[config.mk]
export PLATFORM = sky130hd
export DESIGN_NAME = if_fetch_buffer
export DESIGN_NICKNAME = d
export VERILOG_FILES = /design/src/rtl/if_fetch_buffer.sv
export SDC_FILE = /design/constraint.sdc
export NUM_CORES = 1
export LEC_CHECK = 0
export CAP_MARGIN = 20
export CORE_MARGIN = 3
export CORE_UTILIZATION = 59
export CTS_BUF_LIST = sky130_fd_sc_hd__clkbuf_8 sky130_fd_sc_hd__clkbuf_16
export CTS_CLUSTER_DIAMETER = 50
export DETAILED_ROUTE_END_ITERATION = 10
export PLACE_DENSITY = 0.92
export SETUP_SLACK_MARGIN = 0.1
export SKIP_LAST_GASP = 1
export SYNTH_ARGS = -nofsm -noshare
export SYNTH_HDL_FRONTEND = slang
export SYNTH_SLANG_ARGS = --single-unit
[constraint.sdc]
create_clock -name clock -period 18.3 [get_ports clock]
set_input_delay 3.66 -clock clock [delete_from_list [all_inputs] [get_ports clock]]
set_output_delay 3.66 -clock clock [all_outputs]
set_load 0.005 [all_outputs]
[src/rtl/if_fetch_buffer.sv]
// rtl/if_fetch_buffer.sv - instruction fetch stage with a small decoupling queue toward decode
module if_fetch_buffer #(
  parameter int          DEPTH = 4,
  parameter logic [31:0] NOOP  = 32'h47ff041f
) (
  input  logic                     clock,
  input  logic                     reset,
  input  logic [63:0]              Icache_data_out,
  input  logic                     Icache_valid_out,
  input  logic                     ex_take_branch,
  input  logic [63:0]              ex_target_pc,
  input  logic                     id_ready,
  output logic [63:0]              proc2Icache_addr,
  output logic [31:0]              if_inst_out,
  output logic [63:0]              if_pc_out,
  output logic [63:0]              if_npc_out,
  output logic                     if_valid_out,
  output logic [$clog2(DEPTH):0]   if_count
);

  localparam int PW = $clog2(DEPTH);
  localparam int CW = PW + 1;

  logic [63:0]   fetch_pc_q, fetch_pc_d;
  logic [PW-1:0] head_q, head_d;
  logic [PW-1:0] tail_q, tail_d;
  logic [CW-1:0] count_q, count_d;
  logic [31:0]   inst_q [DEPTH];
  logic [63:0]   pc_q   [DEPTH];

  logic          pop;
  logic [CW:0]   free;
  logic [1:0]    push;
  logic [31:0]   sel_inst;
  logic [PW-1:0] tail_p1;

  // Low address bits of a redirect target are forced to zero, so they are never read.
  logic unused_target_bits;
  assign unused_target_bits = &{1'b0, ex_target_pc[1:0]};

  assign pop      = if_valid_out && id_ready;
  // A slot vacated by this cycle's pop is usable by this cycle's push.
  assign free     = (CW+1)'(DEPTH) - {1'b0, count_q} + (CW+1)'(pop);
  assign sel_inst = fetch_pc_q[2] ? Icache_data_out[63:32] : Icache_data_out[31:0];
  assign tail_p1  = tail_q + PW'(1);

  // Push decision and fetch PC advance, in redirect > miss > dual > single priority.
  always_comb begin
    push       = 2'd0;
    fetch_pc_d = fetch_pc_q;
    if (ex_take_branch) begin
      fetch_pc_d = {ex_target_pc[63:2], 2'b00};
    end else if (!Icache_valid_out) begin
      push = 2'd0;
    end else if (!fetch_pc_q[2] && (free >= (CW+1)'(2))) begin
      push       = 2'd2;
      fetch_pc_d = fetch_pc_q + 64'd8;
    end else if (free >= (CW+1)'(1)) begin
      push       = 2'd1;
      fetch_pc_d = fetch_pc_q + 64'd4;
    end
  end

  // Queue pointer and occupancy bookkeeping; a redirect empties the queue.
  always_comb begin
    head_d  = head_q + PW'(pop);
    tail_d  = tail_q + PW'(push);
    count_d = count_q + CW'(push) - CW'(pop);
    if (ex_take_branch) begin
      head_d  = '0;
      tail_d  = '0;
      count_d = '0;
    end
  end

  // Control state registers; reset outranks a redirect.
  always_ff @(posedge clock) begin
    if (reset) begin
      fetch_pc_q <= 64'd0;
      head_q     <= '0;
      tail_q     <= '0;
      count_q    <= '0;
    end else begin
      fetch_pc_q <= fetch_pc_d;
      head_q     <= head_d;
      tail_q     <= tail_d;
      count_q    <= count_d;
    end
  end

  // Queue storage; entries past the pointers are don't-care so no reset is needed.
  always_ff @(posedge clock) begin
    if (push != 2'd0) begin
      inst_q[tail_q] <= sel_inst;
      pc_q[tail_q]   <= fetch_pc_q;
    end
    if (push == 2'd2) begin
      inst_q[tail_p1] <= Icache_data_out[63:32];
      pc_q[tail_p1]   <= fetch_pc_q + 64'd4;
    end
  end

  // Head-of-queue presentation, substituting NOOP/zero while empty.
  always_comb begin
    if_valid_out     = (count_q != '0);
    if_count         = count_q;
    proc2Icache_addr = fetch_pc_q;
    if_inst_out      = NOOP;
    if_pc_out        = 64'd0;
    if_npc_out       = 64'd0;
    if (if_valid_out) begin
      if_inst_out = inst_q[head_q];
      if_pc_out   = pc_q[head_q];
      if_npc_out  = pc_q[head_q] + 64'd4;
    end
  end

endmodule

==> summary.md <==
| Metric | Value |
|---|---|
| Required time at the endpoint of the critical path | ~15000 ps |
| Total number of vias | 18336 |
| Setup repair after global routing missed its margin | no |
| Startpoint Class | register |
| Average size of a mapped cell | 11.57 um^2 |
| Fraction of final layout cells sized beyond drive strength 1 | 0.1598 |
| Final hold viol count | 0 |
| Clock tree from TritonCTS | done |
| Chip Width | 208.7 um |
| I/O pin count | 361 |
| Largest net degree at the start of global routing | 93 |
| Cell at the slowest stage of the critical path | dfxtp_4 |
| Peak Freq | 0.1090 GHz |
| Leading cell types in the layout, fill and taps excluded | edfxtp_1 (376), clkdlybuf4s50_1 (350), nor2_1 (208) |
| Clock root cell | clkbuf_16 |
| RePlAce Congestion | roughly 1.0 |
| Leakage power of the design | 9.719 nW |
| Worst-Skew Late Latency | 560 ps |
| Total global routing track utilization | 0.3235 |
| Number of buffers inserted for hold repair after clock tree synthesis | 0 |
| Post-synthesis cell count | around 2100 |
| WL final | 72750 um |
| Slowest stage delay, CP | 800 ps |
| Synth Flop Type | edfxtp_1 |
| Crit path kind | register to output port |
| Post-detail-place hpwl | around 48000 um |
| Number of cell rows | 73 |
| Setup_tns | 0 ps |
| Biggest fanout along the worst timing path | 35 |
| PwrDens | approximately 110 mW/mm^2 |
| DRC viols | 0 |
| Die area | 0.04357 mm^2 |
| First element of the critical path | head_q[0]$_SDFF_PP0_ |
| Starting Density | 0.6034 |
| Post-DR wirelength/cell | between 20 and 30 um |
| Number of distinct library cells after synthesis | 66 |
| Number of placed cells counting well taps | about 2700 |
| Classification of the worst-slack hold path | register to register |
| Vias in the first global route | 18589 |
| Proportion of synthesized flip-flops having asynchronous set or reset | 0 |
| Final ANT Viol Nets | 0 |
| Number of warnings reported in the yosys synthesis log | 0 |
| Count of cells along the worst hold path | 0 |
| Sink count of the clock tree | 445 |
| Dpl ws | around 9600 ps |
| Clock H-tree levels | 2 |
| Layout filler cell count | 2538 |
| Actual transition at the worst max-transition pin | roughly 1100 ps |
| Start of the worst register-to-register path | if_count[2]$_SDFF_PP0_ |
| Resized cells post-CTS | 0 |
| Number of antenna violations at the first check in global routing | 6 |
| Worst slew margin relative to its limit | 0.2300 |
| Finish-stage setup viols | 0 |
| Fraction of the yosys area taken by sequential cells | 0.5226 |
| Start point of the worst min-delay path | proc2Icache_addr[41]$_SDFFE_PP0P_ |
| Clock Skews | 20.94 ps |
| Hold WS | 582.1 ps |
| Number of buffers inserted by post-CTS setup repair | 0 |
| Area inside the core boundary | 0.04019 mm^2 |
| Detailed-routing iteration count for the pre-antenna-repair pass | 8 |
| Smallest setup slack after layout | ~9000 ps |
| Crit path DAT | 5510 ps |
| Die Ht | 208.7 um |
| First-pass GRT wire length | 109200 um |
| Port buffer count | 352 |
| Most frequent standard cell in the layout excluding fill and tap cells | edfxtp_1 |
| Count of state elements after synthesis | ~450 |
| Total global routing overflow | 0 |
| Shortest period the worst path allows | about 9000 ps |
| Kind of end point of the critical path | output port |
| Fin crit share | 0.5013 |
| Fin cells | 2833 |
| Crit-path cells | buf_4 -> buf_4 -> mux4_1 -> nand4_1 -> nor4_2 -> nand4_1 -> or3_1 -> a21oi_1 -> clkdlybuf4s50_1 |
| Max IR drop VDD | 99.85 uV |
| Fraction of the core area covered by cells at the end of the flow | 0.7289 |
| Iteration-0 DRC count of the detailed router | 2491 |
| Vias per Instance | 6.472 |
| Number of flops mapped to enable cells by yosys | 376 |
| Clock Tree Buf Depth | 3 |
| Number of nets at the end of the flow | 2411 |
| Max-Cap Viols | 0 |
| Worst reg2reg path depth | 14 |
| Outcome | complete, no violations |
| Area added between synthesis and finish | 20.80% |
| Pins over their slew limit | 0 |
| Clock buffer count from CTS | 46 |
| Netlist Area Pre-Place | 0.02425 mm^2 |
| Clock transition at path regs | 60 ps |
-- cells by family (layout without fill, tap and decap cells) --
| family | count (synthesis) | after routing | share of synthesized area |
|---|---|---|---|
| other cells | 1 | 11 | 0.0001546 |
| simple gates | 741 | 741 | 0.1513 |
| xor+xnor | 211 | 211 | 0.07621 |
| compound gates | 145 | 145 | 0.03602 |
| buf+inv | 306 | 509 | 0.05351 |
| fa+ha+maj | 11 | 11 | 0.005985 |
| mux | 235 | 235 | 0.1542 |
| flops | 445 | 445 | 0.5226 |
-- metrics by stage --
step | total power, mW | cell area [um^2]
global placement | 2.233 | 27590
finish | 3.233 | 29290
CTS | 3.225 | 29190
floorplan | 1.800 | 24270
global route | 3.345 | 29290
detailed placement | 2.267 | 27630
-- Yosys cell counts (all sizes together), types with 4 or more instances --
cell | number | area [um^2]
nand3 | 51 | 260.3
and4 | 6 | 52.55
nor3 | 47 | 245.2
mux4 | 94 | 2166
clkinv | 4 | 15.01
xor2 | 92 | 805.8
and3 | 30 | 187.7
o21ai | 39 | 195.2
inv | 34 | 127.6
o22ai | 9 | 56.30
a21oi | 48 | 240.2
or2 | 24 | 150.1
edfxtp | 376 | 11290
nor4 | 25 | 181.4
mux2 | 130 | 1464
buf | 36 | 266.5
or4 | 9 | 71.32
nand2 | 172 | 645.6
nand4 | 55 | 377.9
mux2i | 11 | 110.1
a2111oi | 4 | 35.03
o211ai | 8 | 60.06
nor2 | 213 | 799.5
xnor2 | 119 | 1042
ha | 10 | 125.1
a211oi | 18 | 135.1
dfxtp | 69 | 1381
or3 | 22 | 137.6
clkbuf | 231 | 878.3
and2 | 78 | 488.0
-- registers in the layout (all words and copies together) (netlist names) --
name and count:
proc2Icache_addr 62, tail_q 2, head_q 2, inst_q 128, pc_q 248, if_count 3
-- report_power, final --
group / switching (mW) / leakage, nW / internal [mW]
registers: 0.0665 / 4.06 / 1.23
clock network: 0.392 / 0.806 / 0.572
logic: 0.489 / 4.85 / 0.485
-- metal layers --
metal  global-route usage  share of wire
met5                    0              0
met3              0.06876           0.11
met1               0.4160           0.36
met2               0.5361           0.48
met4               0.1390          0.048
-- path summary, 6_finish.rpt --
path | endpoint | slack (ps)
hold reg to reg | pc_q[1][41]$_DFFE_PP_ | 580
hold / removal | pc_q[1][41]$_DFFE_PP_ | 580
setup / recovery | if_npc_out[58] | 9130
setup reg to reg | pc_q[1][45]$_DFFE_PP_ | 12880
-- worst max-delay path: cells and delay by family (launching register included) --
family | cells | cell delay (ps)
flip-flops | 1 | 800
buffers and inverters | 3 | 1880
AND/OR/NAND/NOR | 4 | 1480
multiplexers | 1 | 570
AO/OA/AOI/OAI | 1 | 180
-- final cells by class --
| cell class | count | area (um^2) | share of cell area |
|---|---|---|---|
| Antenna cell | 5 | 12.51 | 0.0004271 |
| Multi-Input combinational cell | 1349 | 10380 | 0.3543 |
| Sequential cell | 445 | 12680 | 0.4329 |
| Tap cell | 525 | 656.9 | 0.02242 |
| Clock inverter | 32 | 315.3 | 0.01076 |
| Inverter | 38 | 142.6 | 0.004869 |
| Clock buffer | 52 | 1245 | 0.04250 |
| Timing Repair Buffer | 387 | 3861 | 0.1318 |
(Power assumes the default switching activity.)
